File: config.mk
export PLATFORM = sky130hd
export DESIGN_NAME = gpa_spi_serialiser
export DESIGN_NICKNAME = d
export VERILOG_FILES = /design/src/rtl/gpa_spi_serialiser.sv
export SDC_FILE = /design/constraint.sdc
export NUM_CORES = 1
export LEC_CHECK = 0
export ABC_AREA = 1
export BUFFER_PORTS_ARGS = -buffer_cell sky130_fd_sc_hd__buf_2
export CAP_MARGIN = 30
export CORE_ASPECT_RATIO = 2
export CORE_MARGIN = 2
export CORE_UTILIZATION = 57
export CTS_CLUSTER_DIAMETER = 120
export DETAILED_ROUTE_END_ITERATION = 10
export GPL_TIMING_DRIVEN = 0
export PLACE_DENSITY = 0.83
export REMOVE_ABC_BUFFERS = 1
export SYNTH_ARGS = -nofsm -noshare
export SYNTH_HDL_FRONTEND = slang
export SYNTH_SLANG_ARGS = --single-unit
File: constraint.sdc
create_clock -name clk -period 7.5 [get_ports clk]
set_input_delay 0.75 -clock clk [delete_from_list [all_inputs] [get_ports clk]]
set_output_delay 0.75 -clock clk [all_outputs]
set_load 0.02 [all_outputs]
File: src/rtl/gpa_spi_serialiser.sv
// Multi-channel SPI serialiser for the gradient DAC boards, with a one-word pending slot.
// Define GPA_SPI_READBACK_EN to add the sdi_i/rdata_o/rvalid_o readback path.
module gpa_spi_serialiser #(
  parameter int NCH    = 4,
  parameter int W      = 24,
  parameter int DIV    = 16,
  parameter int LDAC_W = 4
) (
  input  logic             clk,
  input  logic             rst,
  input  logic [NCH*W-1:0] data_i,
  input  logic             valid_i,
  output logic             ready_o,
  output logic             busy_o,
  output logic             ovf_o,
  output logic             sclk_o,
  output logic             syncn_o,
  output logic             ldacn_o,
  output logic [NCH-1:0]   sdo_o
`ifdef GPA_SPI_READBACK_EN
  ,
  input  logic [NCH-1:0]   sdi_i,
  output logic [NCH*W-1:0] rdata_o,
  output logic             rvalid_o
`endif
);

  // state  | meaning
  // IDLE   | no frame; loads the pending slot when it is full
  // SHIFT  | W bit periods of 2*DIV cycles, syncn low
  // SYNCHI | one cycle with syncn high
  // LDAC   | ldacn low for LDAC_W cycles; may load the next frame directly

  localparam int PW  = $clog2(2 * DIV);
  localparam int BW  = $clog2(W);
  localparam int LCW = (LDAC_W > 1) ? $clog2(LDAC_W) : 1;
  localparam logic [PW-1:0]  PER_MAX  = PW'(2 * DIV - 1);
  localparam logic [PW-1:0]  DIV_C    = PW'(DIV);
  localparam logic [BW-1:0]  BIT_MAX  = BW'(W - 1);
  localparam logic [LCW-1:0] LDAC_MAX = LCW'((LDAC_W > 0) ? LDAC_W - 1 : 0);

  typedef enum logic [1:0] {IDLE, SHIFT, SYNCHI, LDAC} state_t;

  state_t           state, state_nx;
  logic [PW-1:0]    per_cnt, per_nx;
  logic [BW-1:0]    bit_cnt, bit_nx;
  logic [LCW-1:0]   ldac_cnt, ldac_nx;
  logic [NCH*W-1:0] shreg, shreg_nx, slot;
  logic             slot_full, slot_full_nx;
  logic             accept, load;
  logic [NCH-1:0]   sdo_nx;

  assign accept = valid_i && ready_o;

  always_ff @(posedge clk or posedge rst) begin
    if (rst) state <= IDLE;
    else     state <= state_nx;
  end

  always_comb begin
    state_nx = state;
    per_nx   = per_cnt;
    bit_nx   = bit_cnt;
    ldac_nx  = ldac_cnt;
    shreg_nx = shreg;
    load     = 1'b0;
    case (state)
      IDLE: if (slot_full) load = 1'b1;
      SHIFT: begin
        if (per_cnt == '0) begin
          if (bit_cnt == '0) begin
            state_nx = SYNCHI;
          end else begin
            bit_nx = bit_cnt - BW'(1);
            per_nx = PER_MAX;
            for (int k = 0; k < NCH; k++)
              shreg_nx[k*W +: W] = {shreg[k*W +: W-1], 1'b0};
          end
        end else begin
          per_nx = per_cnt - PW'(1);
        end
      end
      SYNCHI: begin
        if (LDAC_W > 0) begin
          state_nx = LDAC;
          ldac_nx  = LDAC_MAX;
        end else if (slot_full) begin
          load = 1'b1;
        end else begin
          state_nx = IDLE;
        end
      end
      LDAC: begin
        if (ldac_cnt == '0) begin
          if (slot_full) load = 1'b1;
          else           state_nx = IDLE;
        end else begin
          ldac_nx = ldac_cnt - LCW'(1);
        end
      end
      default: state_nx = IDLE;
    endcase
    // Loading from LDAC/SYNCHI lets back-to-back frames run without an idle gap.
    if (load) begin
      state_nx = SHIFT;
      shreg_nx = slot;
      per_nx   = PER_MAX;
      bit_nx   = BIT_MAX;
    end
    slot_full_nx = accept ? 1'b1 : (load ? 1'b0 : slot_full);
    for (int k = 0; k < NCH; k++)
      sdo_nx[k] = (state_nx == SHIFT) && shreg_nx[k*W + W - 1];
  end

  // Outputs are registered from the next-state values so they line up with the state.
  always_ff @(posedge clk or posedge rst) begin
    if (rst) begin
      per_cnt   <= '0;
      bit_cnt   <= '0;
      ldac_cnt  <= '0;
      shreg     <= '0;
      slot      <= '0;
      slot_full <= 1'b0;
      sclk_o    <= 1'b0;
      syncn_o   <= 1'b1;
      ldacn_o   <= 1'b1;
      sdo_o     <= '0;
      busy_o    <= 1'b0;
      ready_o   <= 1'b1;
      ovf_o     <= 1'b0;
    end else begin
      per_cnt   <= per_nx;
      bit_cnt   <= bit_nx;
      ldac_cnt  <= ldac_nx;
      shreg     <= shreg_nx;
      slot_full <= slot_full_nx;
      if (accept) slot <= data_i;
      sclk_o    <= (state_nx == SHIFT) && (per_nx >= DIV_C);
      syncn_o   <= (state_nx != SHIFT);
      ldacn_o   <= (state_nx != LDAC);
      sdo_o     <= sdo_nx;
      busy_o    <= (state_nx != IDLE);
      ready_o   <= !slot_full_nx;
      ovf_o     <= valid_i && !ready_o;
    end
  end

`ifdef GPA_SPI_READBACK_EN
  localparam logic [PW-1:0] FALL_CNT = PW'(DIV - 1);

  logic [NCH*W-1:0] rx_sh, rx_nx;
  logic             sample;

  // First low cycle of each bit period, i.e. the cycle sclk_o drops.
  assign sample = (state == SHIFT) && (per_cnt == FALL_CNT);

  always_comb begin
    rx_nx = rx_sh;
    if (sample)
      for (int k = 0; k < NCH; k++)
        rx_nx[k*W +: W] = {rx_sh[k*W +: W-1], sdi_i[k]};
  end

  always_ff @(posedge clk or posedge rst) begin
    if (rst) begin
      rx_sh    <= '0;
      rdata_o  <= '0;
      rvalid_o <= 1'b0;
    end else begin
      rx_sh    <= rx_nx;
      rvalid_o <= (state == SHIFT) && (state_nx == SYNCHI);
      if ((state == SHIFT) && (state_nx == SYNCHI)) rdata_o <= rx_nx;
    end
  end
`endif

endmodule

==> load_flow_metrics.sql <==
INSERT INTO impl_metrics (metric_group, metric, value, unit) VALUES
('status', 'run_status', 'finished clean', ''),
('die', 'starting_density', '0.584', ''),
('detailed_routing', 'initialDrtViolationCount', '376', ''),
('timing', 'final.period_utilization', '0.401', ''),
('run', 'maxCapViolCount', '0', ''),
('clock_network', 'number_of_buffers_inserted_during_clock_tree_synthesis', '20', ''),
('detailed_routing', 'detail_route.first_pass.iterations', '4', ''),
('clock_network', 'cts.sink_count', '217', ''),
('die', 'design.portCount', '109', ''),
('detailed_routing', 'routed_wire_length', '19400', 'µm'),
('critical_path', 'critical_path.max_stage_delay', '650', 'ps'),
('global_routing', 'grt_pass1_wl', '33900', 'µm'),
('timing', 'skew', '19.7', 'ps'),
('logic_synthesis', 'yosysUniqueCellTypes', '32', ''),
('detailed_routing', 'drt.antenna.violating_nets', '0', ''),
('final_layout', 'layout-drive-gt1-share', '0.135', ''),
('clock_network', 'cts.reportedPaths.clkPinSlew', '70', 'ps'),
('die', 'die_area', '17800', 'µm²'),
('power', 'power.ir.vdd_worst', '236', 'µV'),
('global_routing', 'track_usage', '0.233', ''),
('worst_hold_path', 'min_path_type', 'in2async', ''),
('clock_network', 'clock_tree.root_cell', 'sky130_fd_sc_hd__clkbuf_16', ''),
('clock_network', 'tritoncts', 'yes', ''),
('clock_network', 'cts-resized-gates', '0', ''),
('clock_network', 'cts_post_setup_buffers_inserted', '0', ''),
('timing', 'maxSlewHeadroom', '0.394', ''),
('final_layout', 'synthToLayoutAreaGrowth', '14.6', '%'),
('detailed_routing', 'vias', '7432', ''),
('timing', 'worst-slew-pin-transition', '910', 'ps'),
('global_routing', 'overflow', '0', ''),
('critical_path', 'critical_path.startpoint_type', 'flip-flop', ''),
('clock_network', 'clk_latency', '490', 'ps'),
('logic_synthesis', 'postSynthCellCount', '1141', ''),
('critical_path', 'timing.critical_path.mode_cell', 'sky130_fd_sc_hd__nor2_8', ''),
('power', 'power-per-cell-area', '392', 'nW/µm²'),
('critical_path', 'critPathSlowestCell', 'sky130_fd_sc_hd__inv_4', ''),
('clock_network', 'ctsHoldBuffers', '0', ''),
('clock_network', 'htreeDepth', '1', ''),
('timing', 'rsz_0062_raised_after_global_routing', 'no', ''),
('final_layout', 'post_route_design_area', '10900', 'µm²'),
('critical_path', 'setup.worst_path.class', 'reg2reg', ''),
('timing', 'final-setup-viol-count', '0', ''),
('logic_synthesis', 'synthesized_area_per_cell', '8.33', 'µm²'),
('detailed_routing', 'detail_route.vias_per_cell', '5.17', ''),
('timing', 'final_hold_viol_count', '0', ''),
('power', 'fin_total_pwr', '4.27', 'mW'),
('placed_design', 'buffer_ports.inserted', '108', ''),
('global_routing', 'pin_count_of_the_biggest_net_entering_global_routing', '155', ''),
('placed_design', 'hpwl', '12100', 'µm'),
('logic_synthesis', 'syn-cell-area', '9510', 'µm²'),
('logic_synthesis', 'synthesis.yosys.warnings', '0', ''),
('timing', 'period_needed', '3010', 'ps'),
('global_routing', 'grt_antenna_before_repair', '0', ''),
('final_layout', 'insertedDiodeCount', '0', ''),
('die', 'core_area', '16300', 'µm²'),
('final_layout', 'fin_nets', '1327', ''),
('logic_synthesis', 'synth_seq_cells', '217', ''),
('critical_path', 'crit_path_max_fanout', '88', ''),
('logic_synthesis', 'synth.yosys.seq_area_share', '0.572', ''),
('critical_path', 'crit_path_end_kind', 'flip-flop', ''),
('critical_path', 'crit_path_cell_trace', 'inv_1 -> ha_1 -> nand4_4 -> nor2_8 -> nor2_8 -> buf_12 -> inv_4 -> o21ai_0', ''),
('placed_design', 'final_replace_weighted_congestion', '0.830', ''),
('placed_design', 'detailed_place.area', '10200', 'µm²'),
('final_layout', 'fill_cells', '1307', ''),
('die', 'die_outline_height', '187', 'µm'),
('critical_path', 'worst-endpoint-required', '7830', 'ps'),
('power', 'leakage', '5.70', 'nW'),
('global_routing', 'first_global_vias', '7525', ''),
('clock_network', 'clockBufferDepth', '3', ''),
('detailed_routing', 'routedWlPerCell', '13.5', 'µm'),
('detailed_routing', 'drc_errors', '0', ''),
('die', 'dieWidth', '95.3', 'µm'),
('timing', 'max_slew_violation_count', '0', ''),
('critical_path', 'cp_data_arrival_time', '3340', 'ps'),
('die', 'num_rows', '66', ''),
('timing', 'fmax', '332', 'MHz');
sequential cells by signal (all words and copies together), names as in the netlist:
signal,count
ldacn_o,1
syncn_o,1
ovf_o,1
busy_o,1
state,2
sdo_o,4
per_cnt,5
slot_full,1
ldac_cnt,2
slot,96
ready_o,1
sclk_o,1
bit_cnt,5
shreg,96
kinds of logic after synthesis:
family / after synthesis / share of synthesized area
fa+ha+maj: 9 / 0.0118
xor+xnor: 1 / 0.000921
buf+inv: 180 / 0.0824
simple gates: 538 / 0.225
flops: 217 / 0.572
compound gates: 196 / 0.108
worst paths after layout:
kind                           start   endpoint  slack, ps  cells past startpoint
max                         state[1]   shreg[7]       4490                      8
min                              rst   slot[29]        230                      2
max reg2reg                 state[1]   shreg[7]       4490                      8
min reg2reg                 slot[72]  shreg[72]        470                      2
max in group asynchronous        rst    slot[5]       6160                      4
min in group clk           data_i[9]    slot[9]        450                      3
synth_stat cells, drive strengths merged:
library cell,n,area share
dfrtp,214,0.56
dfstp,3,0.0083
nand2,468,0.19
clkbuf,19,0.0075
xor2,1,0.00092
nand3b,2,0.0020
o22ai,2,0.0013
clkinv,1,0.00039
o211ai,2,0.0016
buf,41,0.027
nor2,40,0.021
inv,119,0.048
a22oi,13,0.010
a21oi,7,0.0037
nor3,3,0.0016
nand3,21,0.012
o21ai,172,0.091
ha,9,0.012
or2,1,0.00066
nand4,3,0.0036
worst max-delay path, delay by kind of cell, from the launching register on:
| kind | cells | cell delay, ps |
|---|---|---|
| adders and majority gates | 1 | 370 |
| buffers and inverters | 3 | 1020 |
| and+or+nand+nor | 3 | 770 |
| AOI/OAI and AO/OA | 1 | 200 |
| DFF | 1 | 420 |
layer usage:
metal  part of all wire  up-vias  global-route usage
met1               0.41     3548               0.282
met4              0.028        0              0.0858
met3              0.038       42              0.0270
met2               0.53      157               0.414
li1                   -     3685                   -
met5                  0        -                   0
power breakdown:
part	internal [mW]	switching, mW
Combinational	0.461	0.886
Sequential	1.66	0.200
Clock	0.642	0.429
final cells by class:
type                            instances  area (µm²)  share of cell area
Clock buffer                           30         619              0.0568
Inverter                              120         468              0.0429
Multi-Input combinational cell        744        3300               0.303
Sequential cell                       217        5430               0.499
Timing Repair Buffer                  116         738              0.0677
Tap cell                              204         255              0.0234
Clock inverter                          6        83.8             0.00769
per-stage QoR:
stage	cells	TNS, ps	util	hold slack, ps	setup WS, ps
final	1437	0	0.670	229	4490
after CTS	1436	0	0.669	228	4030
after global placement	1393	-296740	0.613	458	-1410
after floorplan	1081	0	-	441	819
after detailed placement	1400	0	0.625	461	4040
after global routing	1437	0	0.670	237	4260
layout by cell type (no fill, tap or decap), types with 5 or more instances in the layout:
| cell type | Yosys | routed |
|---|---|---|
| sky130_fd_sc_hd__a21oi_1 | 7 | 7 |
| sky130_fd_sc_hd__a22oi_1 | 13 | 13 |
| sky130_fd_sc_hd__buf_16 | 0 | 5 |
| sky130_fd_sc_hd__buf_2 | 28 | 108 |
| sky130_fd_sc_hd__clkbuf_16 | 0 | 21 |
| sky130_fd_sc_hd__clkbuf_8 | 0 | 6 |
| sky130_fd_sc_hd__dfrtp_1 | 214 | 214 |
| sky130_fd_sc_hd__ha_1 | 9 | 9 |
| sky130_fd_sc_hd__inv_1 | 117 | 116 |
| sky130_fd_sc_hd__nand2_1 | 467 | 467 |
| sky130_fd_sc_hd__nand3_1 | 20 | 20 |
| sky130_fd_sc_hd__nor2_1 | 35 | 35 |
| sky130_fd_sc_hd__o21ai_0 | 166 | 166 |
| sky130_fd_sc_hd__o21ai_1 | 5 | 5 |
Note: power is estimated with default switching activity, not from simulation.
